<file path="config.mk">
export PLATFORM = sky130hd
export DESIGN_NAME = point_referee
export DESIGN_NICKNAME = d
export VERILOG_FILES = /design/src/rtl/point_referee_pkg.sv /design/src/rtl/point_referee_frame_delay_counter.sv /design/src/rtl/point_referee.sv
export SDC_FILE = /design/constraint.sdc
export NUM_CORES = 1
export LEC_CHECK = 0
export ABC_AREA = 1
export CAP_MARGIN = 20
export CORE_MARGIN = 5
export CORE_UTILIZATION = 44
export DETAILED_ROUTE_END_ITERATION = 8
export MAX_ROUTING_LAYER = met4
export PLACE_DENSITY_LB_ADDON = 0.1
export SLEW_MARGIN = 40
export SYNTH_ARGS = -nofsm -noshare
export SYNTH_HDL_FRONTEND = slang
export SYNTH_SLANG_ARGS = --single-unit
</file>
<file path="constraint.sdc">
create_clock -name clk -period 2.92 [get_ports clk]
set_input_delay 0.876 -clock clk [delete_from_list [all_inputs] [get_ports clk]]
set_output_delay 0.876 -clock clk [all_outputs]
set_load 0.01 [all_outputs]
</file>
<file path="src/rtl/point_referee_pkg.sv">
// Shared pong definitions: game state encoding and screen/ball geometry
// used by the referee and by the ball, paddle and score drawers.
package point_referee_pkg;

    typedef enum logic [2:0] {
        IDLE,
        SERVE,
        PLAY,
        SCORED,
        GAMEOVER
    } state_t;

    localparam int SCREEN_W     = 640;
    localparam int BALL_SIZE    = 10;
    localparam int LEFT_LIMIT   = 0;
    localparam int SERVE_FRAMES = 60;
    localparam int CNT_W        = 6;

endpackage

</file>
<file path="src/rtl/point_referee_frame_delay_counter.sv">
// Counts frame ticks while the ball is held for a serve; done fires on the
// tick that completes the hold so the caller can leave SERVE on that edge.
module frame_delay_counter #(
    parameter int SERVE_FRAMES = 60,
    parameter int CNT_W        = 6
) (
    input  logic clk,
    input  logic rst,
    input  logic clear,
    input  logic frame_tick,
    output logic done
);

    if ((2 ** CNT_W) <= SERVE_FRAMES) begin : g_cnt_w_check
        $error("CNT_W too narrow for SERVE_FRAMES");
    end

    logic [CNT_W-1:0] cnt;

    // Combinational so the owner sees completion in the same cycle as the tick.
    assign done = frame_tick && !clear && (cnt == CNT_W'(SERVE_FRAMES - 1));

    // Clear dominates; completion wraps back to zero for the next serve.
    always_ff @(posedge clk) begin
        if (!rst)                cnt <= '0;
        else if (clear || done)  cnt <= '0;
        else if (frame_tick)     cnt <= cnt + 1'b1;
    end

endmodule

</file>
<file path="src/rtl/point_referee.sv">
// Pong referee: detects edge goals, issues one-cycle point pulses, runs the
// serve hold and stops play once either score renderer reports game over.
module point_referee
    import point_referee_pkg::*;
#(
    parameter int SCREEN_W     = point_referee_pkg::SCREEN_W,
    parameter int BALL_SIZE    = point_referee_pkg::BALL_SIZE,
    parameter int LEFT_LIMIT   = point_referee_pkg::LEFT_LIMIT,
    parameter int SERVE_FRAMES = point_referee_pkg::SERVE_FRAMES,
    parameter int CNT_W        = point_referee_pkg::CNT_W
) (
    input  logic       clk,
    input  logic       rst,
    input  logic [9:0] ball_x,
    input  logic [9:0] ball_y,
    input  logic       frame_tick,
    input  logic       start_btn,
    input  logic       over_l,
    input  logic       over_r,
    output logic       win_rst_l,
    output logic       win_rst_r,
    output logic       score_clr,
    output logic       ball_rst,
    output logic       serve_dir,
    output logic       game_over
);

    state_t state, state_n;
    logic   win_l_n, win_r_n, clr_n, dir_n;
    logic   cnt_clr, serve_done;
    logic   hit_l, hit_r;
    logic [10:0] right_edge;

    // Row position is reserved for future lane checks.
    logic unused_ball_y;
    assign unused_ball_y = ^ball_y;

    // 11-bit sum so a ball near column 1023 cannot wrap back on-screen.
    assign right_edge = {1'b0, ball_x} + 11'(BALL_SIZE);
    assign hit_l      = (ball_x <= 10'(LEFT_LIMIT));
    assign hit_r      = (right_edge >= 11'(SCREEN_W));

    // Counter runs only inside SERVE; a game-over flag also discards the count.
    assign cnt_clr = (state != SERVE) || over_l || over_r;

    frame_delay_counter #(
        .SERVE_FRAMES (SERVE_FRAMES),
        .CNT_W        (CNT_W)
    ) u_delay (
        .clk        (clk),
        .rst        (rst),
        .clear      (cnt_clr),
        .frame_tick (frame_tick),
        .done       (serve_done)
    );

    // Next state and next pulse values; outputs are registered from these.
    always_comb begin
        state_n = state;
        win_l_n = 1'b0;
        win_r_n = 1'b0;
        clr_n   = 1'b0;
        dir_n   = serve_dir;
        case (state)
            IDLE: begin
                if (start_btn) begin
                    clr_n   = 1'b1;
                    state_n = SERVE;
                end
            end
            SERVE: begin
                if (over_l || over_r) state_n = GAMEOVER;
                else if (serve_done)  state_n = PLAY;
            end
            PLAY: begin
                // Left edge wins a simultaneous hit so only one pulse goes out.
                if (hit_l) begin
                    win_r_n = 1'b1;
                    dir_n   = 1'b0;
                    state_n = SCORED;
                end else if (hit_r) begin
                    win_l_n = 1'b1;
                    dir_n   = 1'b1;
                    state_n = SCORED;
                end
            end
            // One-cycle gap lets the renderer's over flag settle before SERVE.
            SCORED: state_n = SERVE;
            GAMEOVER: begin
                if (start_btn) begin
                    clr_n   = 1'b1;
                    state_n = SERVE;
                end
            end
            default: state_n = IDLE;
        endcase
    end

    // State and registered outputs; ball_rst/game_over follow the next state.
    always_ff @(posedge clk) begin
        if (!rst) begin
            state     <= IDLE;
            win_rst_l <= 1'b0;
            win_rst_r <= 1'b0;
            score_clr <= 1'b0;
            ball_rst  <= 1'b1;
            serve_dir <= 1'b0;
            game_over <= 1'b0;
        end else begin
            state     <= state_n;
            win_rst_l <= win_l_n;
            win_rst_r <= win_r_n;
            score_clr <= clr_n;
            ball_rst  <= (state_n != PLAY);
            serve_dir <= dir_n;
            game_over <= (state_n == GAMEOVER);
        end
    end

endmodule

</file>
== Yosys cells after proc, flatten, opt, wreduce, memory -nomap -nowiden ==
Index checks and enable logic that the tools add are counted.
Operators by class
  bitwise gates (word level): 2
  order comparisons: 2
  add/sub/neg operators: 2
  equal/unequal tests: 8
  reductions and logical operators: 15
  multiplexer cells: 11
Operator list (number)
  $mux 3: 5
  $pmux 3 s4: 1
  $add 10x4->11 const B: 1
  $ge 11x10->1 const B: 1
  $le 10x1->1 const B: 1
  $add 6x1->6 const B: 1
  $eq 3x2->1 const B: 2
  $eq 3x3->1 const B: 2
  $eq 6x6->1 const B: 1
  $reduce_and 2->1: 3
  $mux 1: 5
  $logic_or 1x1->1: 4
  $reduce_or 2->1: 2
  $eq 3x1->1 const B: 1
  $logic_not 3->1: 1
  $ne 3x1->1 const B: 1
  $ne 3x2->1 const B: 1
  $reduce_or 3->1: 1
  $logic_and 1x1->1: 2
  $not 1->1: 2
  $reduce_bool 2->1: 1
  $logic_not 1->1: 1
Word-level totals
  flip-flop bits (word level): 15
  bits of input ports: 26
  output and inout port bits: 6

== Longest topological paths before layout ==
Gate-level depths: netlist of run 1.
  depth in word-level cells: 10
  depth in mapped cells: 11
  depth with buffers taken out: 11

== By module ==
From an unflattened synthesis of run 1, not the netlist that was laid out.
Unflattened totals
  cells, all modules: 125
  area total of the unflattened synthesis: 834.6 µm²
Modules (own cells, without submodules)
  point_referee: seq. area each 180.2 µm², area an instance 518.0 µm², times used 1, cells each 78
  frame_delay_counter: seq. area each 120.1 µm², area an instance 316.6 µm², times used 1, cells each 47

== Worst setup path before layout of run 1 ==
OpenSTA, ideal clock, no wires.
  path type: in2reg
  start point: input over_l
  end point: register u_delay.cnt[0]
  data arrival time: 1741 ps
  buffers on the path: 1
  path slack: 1107 ps
  cell stages on the path: 6
  cell sequence: or2_4 -> nor2_4 -> o21ai_2 -> or2_1 -> buf_6 -> nor3b_2
Between the ends
  word-level cells in the longest chain between the ends: 7
Ends and longest elaborated chain
  from (decl): line point_referee.sv:18  | input logic over_l,
  $logic_or 1x1->1 * (2 in series): line point_referee.sv:44  | assign cnt_clr = (state != SERVE) || over_l || over_r;
  $logic_not 1->1: line point_referee_frame_delay_counter.sv:21  | assign done = frame_tick && !clear && (cnt == CNT_W'(SERVE_FRAMES - 1));
  $logic_and 1x1->1 (2 in series): line point_referee_frame_delay_counter.sv:21
  $logic_or 1x1->1 *: line point_referee_frame_delay_counter.sv:26  | else if (clear || done) cnt <= '0;
  $reduce_or 2->1 (no line) *
  to (signal assigned): line point_referee_frame_delay_counter.sv:27  | else if (frame_tick) cnt <= cnt + 1'b1;
  to (decl): line point_referee_frame_delay_counter.sv:18  | logic [CNT_W-1:0] cnt;
Every way passes the cells marked *; elsewhere a longest branch is shown, timed or not.
A chain may end at the register's enable or synchronous reset.

== Worst setup path in the final report of run 1 ==
  start point: input ball_x[2]
  end point: register serve_dir
Between the ends
  word-level cells in the longest chain between the ends: 4
  elaborated cells on any way between the ends: 6
  classes of those cells: add/sub: 1; order compare: 2; mux: 1; reduce/logical: 2
Ends and longest elaborated chain
  from (decl): line point_referee.sv:14  | input logic [9:0] ball_x,
  $add 10x4->11: line point_referee.sv:39  | assign right_edge = {1'b0, ball_x} + 11'(BALL_SIZE);
  $ge 11x10->1: line point_referee.sv:41  | assign hit_r = (right_edge >= 11'(SCREEN_W));
  $reduce_bool 2->1 (no line)
  $reduce_and 2->1 (no line)
  to (signal assigned): line point_referee.sv:115  | serve_dir <= dir_n;
  to (decl): line point_referee.sv:24  | output logic serve_dir,
Parallel ways exist; a longest one is shown, timed or not.

==> results of run 1 <==
cell type report:
type / instances / area share [%]
flip-flops and latches: 15 / 29.6
inverters: 11 / 4.06
repair buffers: 21 / 20.7
well taps: 17 / 2.09
clock buffers: 4 / 2.59
multi-input cells: 84 / 41.0
power groups by stage:
stage                     Clock [uW]  Sequential, uW  Combinational, uW
after floorplan                    0             215               23.4
after global placement             0             214               54.2
after detailed placement           0             214               55.0
after CTS                        116             209               55.3
after global routing             129             210               61.3
final                            111             209               55.0
state kept, by name, summed over array words and instances (netlist names):
name	count
ball_rst	1
game_over	1
score_clr	1
serve_dir	1
state	3
u_delay.cnt	6
win_rst_l	1
win_rst_r	1
through the flow:
step,cells,power [uW]
2_1_floorplan,111,238
5_1_grt,152,400
3_5_place_dp,148,269
4_1_cts,152,381
6_report,152,376
3_3_place_gp,148,268
cells in the mapped netlist, drive strengths merged:
cell     n  area [um^2]
nand4    2         12.5
clkinv   1         3.75
o21ai    2         13.8
nor2    23         93.8
or2      3         21.3
mux2i    1         10.0
inv     10         37.5
buf      1         11.3
nand3    7         35.0
dfxtp   15          300
ha       2         25.0
xor2     2         17.5
xnor2    1         8.76
a21oi    7         35.0
and3     1         6.26
nand2   30          113
nor3b    1         12.5
nand3b   1         7.51
nor3     1         5.00
cells by family after synthesis:
group                    after synthesis  share of synthesized area [%]
AO/OA/AOI/OAI                          9                           6.34
AND/OR/NAND/NOR                       69                           39.8
buffers and inverters                 12                           6.83
multiplexers                           1                           1.30
adder cells (fa/ha/maj)                2                           3.25
flip-flops                            15                           39.0
XOR/XNOR                               3                           3.42
metal layers:
layer	wire length, um	track usage, %
met1	705	15.8
met2	688	20.1
met3	66	4.30
met4	0	1.31
met5	0	-
final timing paths:
kind / from / end / slack (ns)
max: ball_x[2] / serve_dir / 0.75
min: serve_dir / serve_dir / 0.46
max reg2reg: u_delay.cnt[0] / u_delay.cnt[0] / 1.51
min reg2reg: serve_dir / serve_dir / 0.46
worst register-to-register path: cells and delay by family, from the launching register on:
family	cells	cell delay, ns
buffers and inverters	1	0.08
AO/OA/AOI/OAI	1	0.08
adder cells (fa/ha/maj)	1	0.19
AND/OR/NAND/NOR	4	0.67
flip-flops	1	0.33
==> flow_metrics.tcl, run 1 <==
set metrics [dict create \
    cts_max_path_buffers 2 \
    worstMarginPinSlew_ns 0.303 \
    mostFrequentLayoutCells "30 x nand2_1, 22 x nor2_1, 21 x clkdlybuf4s50_1, 15 x dfxtp_1, 10 x inv_1" \
    cts_root_buffer "clkbuf_4" \
    synth-seq-area-share_pct 39.0 \
    cts.sinks 15 \
    internal_power_uw 290 \
    io_pins 32 \
    gr-usage-all-layers_pct 12.5 \
    vias_per_cell 4.76 \
    powerDensity_mw_per_mm2 370 \
    final_nets 164 \
    synthCells 111 \
    rsz0062_at_grt "no" \
    ys_types 23 \
    hp-class "flop to flop" \
    setup_slack_ns 0.746 \
    comb_power_share_pct 14.7 \
    grt_max_degree 9 \
    worstPathCellList "clkdlybuf4s50_1 > ha_1 > nor2_1 > nor2_1 > nand2_1 > nand2_1 > nand2_1 > nand2_1 > nand2_1 > nand2_1 > nand2_1 > a21oi_1" \
    netlist_area_um2 769 \
    regArea_um2 300 \
    rows 15 \
    area_growth_pct 32.0 \
    stdcell_area_mm2 0.00102 \
    multiInputGateArea_um2 417 \
    seqPwrFrac_pct 55.7 \
    critical_path_class "input port to flop" \
    max-cap-violations 0 \
    path_common_cell "nand2_1" \
    finalCritPeriodShare_pct 74.5 \
    grt_pass1_wl_mm 2.56 \
    worst_hold_path.num_cells 2 \
    cts_setup_buffers 0 \
    crit_buf_inv 1 \
    firstDrtPassIters 2 \
    core_region_area_mm2 0.00169 \
    wl_per_cell_um 9.60 \
    fin_setup_tns_ns 0 \
    fp.dieW_um 51.8 \
    setup_violations 0 \
    dp_slack_ns 0.464 \
    slew-limit-headroom_pct 79.6 \
    insertion_delay_ns 0.27 \
    p_clk_share_pct 29.6 \
    syn_nets 139 \
    whs_ns 0.461 \
    fin_util_pct 60.1 \
    worstPathRequired_ns 3.13 \
    vias 724 \
    drc 0 \
    end_kind "flop" \
    drive_gt1_share_pct 5.93 \
    chipHeight_um 51.8 \
    dieArea_mm2 0.00269 \
    leakagePower_uw 0.000429 \
    post_dp_cell_area_um2 990 \
    grt_pass1_vias 676 \
    antenna_cells 0 \
    dp_hpwl_mm 1.23 \
    cts_hold_buf 0 \
    cp_top_family "simple AND/OR/NAND/NOR gates" \
    final_common_cell "nand2_1" \
    peakVddDrop_uv 314 \
    swShare_pct 22.7 \
    cp_num_cells 12 \
    grt-ovfl-total 0 \
    slew_viol_final 0 \
    cp_max_fo 4 \
    ys_ff_latch 15 \
    report.final.hold_viol_count 0 \
    ant_nets 0 \
    switchingPower_uw 85.2 \
    period_needed_ns 2.17 \
    critPathMaxStageDelay_ns 0.50 \
    worst_ep_arrival_time_ns 2.38 \
    drtIter0Drc 11 \
    status "finished, final reports clean" \
    routed_wl_mm 1.46 \
    h-tree-depth 1 \
    cts_inserted_buffers 3 \
    skew_ns 0.00188 \
    fmax_mhz 460 \
    reg2reg_depth 7 \
    place.gp.congestion 0.779 \
    fillers 164 \
    cts_resized 0 \
    antenna_found_initial 0 \
    yosysWarnings 0 \
    tritoncts "built" \
    cp-start-kind "input port" \
    critPathSlowestCell "clkdlybuf4s50_1" \
    port_buffers 21 \
    syn_avg_cell_area_um2 6.93 \
    clk_pin_slew_ns 0.08 \
    initial_core_util_pct 45.6 \
]
Power figures use the tool's default switching activity.
==> inputs of run 2 (changes only) <==
Settings changed: CORE_UTILIZATION 44 to 37.
Clock period 2.92 ns to 2 ns, I/O delays scaled along.
==> flow_metrics.tcl, run 2 (synthesis results as in run 1) <==
set metrics [dict create \
    grt_pass1_vias 723 \
    peakVddDrop_uv 419 \
    leakagePower_uw 0.000447 \
    critical_path_class "flop to primary output" \
    mostFrequentLayoutCells "30 x nand2_1, 21 x nor2_1, 21 x clkdlybuf4s50_1, 15 x dfxtp_1, 10 x inv_1" \
    final_common_cell "nand2_1" \
    hp-class "flop to flop" \
    antenna_found_initial 0 \
    io_pins 32 \
    port_buffers 21 \
    grt_max_degree 10 \
    ant_nets 0 \
    max-cap-violations 0 \
    fmax_mhz 568 \
    worstPathCellList "clkdlybuf4s50_1" \
    rsz0062_at_grt "no" \
    cts_max_path_buffers 2 \
    end_kind "primary output" \
    fin_util_pct 53.2 \
    dieArea_mm2 0.00309 \
    cts.sinks 15 \
    status "finished, final reports clean" \
    slew-limit-headroom_pct 79.8 \
    report.final.hold_viol_count 0 \
    reg2reg_slack_ns 0.58 \
    worstPathRequired_ns 1.40 \
    antenna_cells 0 \
    critPathMaxStageDelay_ns 0.54 \
    cp_top_family "buffers and inverters" \
    insertion_delay_ns 0.29 \
    setup_violations 0 \
    worst_ep_arrival_time_ns 1.16 \
    grt-ovfl-total 0 \
    vias 743 \
    h-tree-depth 1 \
    cts_inserted_buffers 3 \
    crit_buf_inv 1 \
    setup_slack_ns 0.238 \
    core_region_area_mm2 0.00198 \
    area_growth_pct 37.1 \
    clk_pin_slew_ns 0.09 \
    firstDrtPassIters 4 \
    period_needed_ns 1.76 \
    routed_wl_mm 1.55 \
    initial_core_util_pct 38.8 \
    slew_viol_final 0 \
    vias_per_cell 4.50 \
    dp_slack_ns -0.140 \
    powerDensity_mw_per_mm2 536 \
    gr-usage-all-layers_pct 11.3 \
    finalCritPeriodShare_pct 88.1 \
    cp_max_fo 2 \
    top_register "u_delay.cnt" \
    largest_reg_flops 6 \
    cts_root_buffer "clkbuf_4" \
    drc 0 \
    worstMarginPinSlew_ns 0.300 \
    drive_gt1_share_pct 9.42 \
    skew_ns 0.00253 \
    place.gp.congestion 0.752 \
    tritoncts "built" \
    cp-start-kind "flop" \
    grt_pass1_wl_mm 2.74 \
    dp_hpwl_mm 1.28 \
    rows 16 \
    final_nets 167 \
    chipHeight_um 55.6 \
    top_regs "u_delay.cnt x6, state x3" \
    fp.dieW_um 55.6 \
    drtIter0Drc 12 \
    wl_per_cell_um 9.42 \
    critPathSlowestCell "clkdlybuf4s50_1" \
]
## run 2: what timing repair did
item                                    4_1_cts  5_1_grt
endpoints found under the setup margin        0        2
resized for setup                             0        1
hold buffers                                  0        0
setup buffers                                 0        0
endpoints found under the hold margin         0        0
## run 2: final timing paths
check,start,end,cells after the start
min reg2reg,serve_dir,serve_dir,2
min,serve_dir,serve_dir,2
max,serve_dir,serve_dir,1
max reg2reg,u_delay.cnt[0],u_delay.cnt[0],7
## run 2: metrics by stage
stage | setup TNS (ns) | hold slack (ns) | cells | cell area [um^2] | power (uW)
CTS | 0 | 0.465 | 165 | 1050 | 575
global placement | -0.387 | 0.439 | 161 | 1020 | 396
global route | 0 | 0.501 | 165 | 1050 | 601
floorplan | 0 | 0.466 | 111 | 769 | 347
detailed placement | -0.480 | 0.445 | 161 | 1020 | 397
finish | 0 | 0.457 | 165 | 1050 | 565
## run 2: metal layers
layer  GRT usage, %  vias up  wire length [um]
li1               -      405                 -
met1           13.1      319               715
met2           17.2       17               736
met3           5.10        2                89
met4           4.17        0                12
met5              -        -                 0
## run 2: power breakdown
| part | internal [uW] | switching, uW |
|---|---|---|
| clock network | 74.4 | 100 |
| registers | 303 | 2.58 |
| logic | 47.8 | 37.3 |
| total | 425 | 140 |
## run 2: cell type report
class,instances,area (um^2)
timing repair buffer,24,233
fill,183,927
tap,27,33.8
multi-input combinational,84,419
inverter,11,41.3
sequential,15,300
clock inverter,1,5.00
clock buffer,3,22.5
## run 2: tightest hold or removal path: cells and delay by family, from the launching register on
family	cells	cell delay, ns
flip-flops	1	0.32
buffers and inverters	1	0.05
AO/OA/AOI/OAI	1	0.05
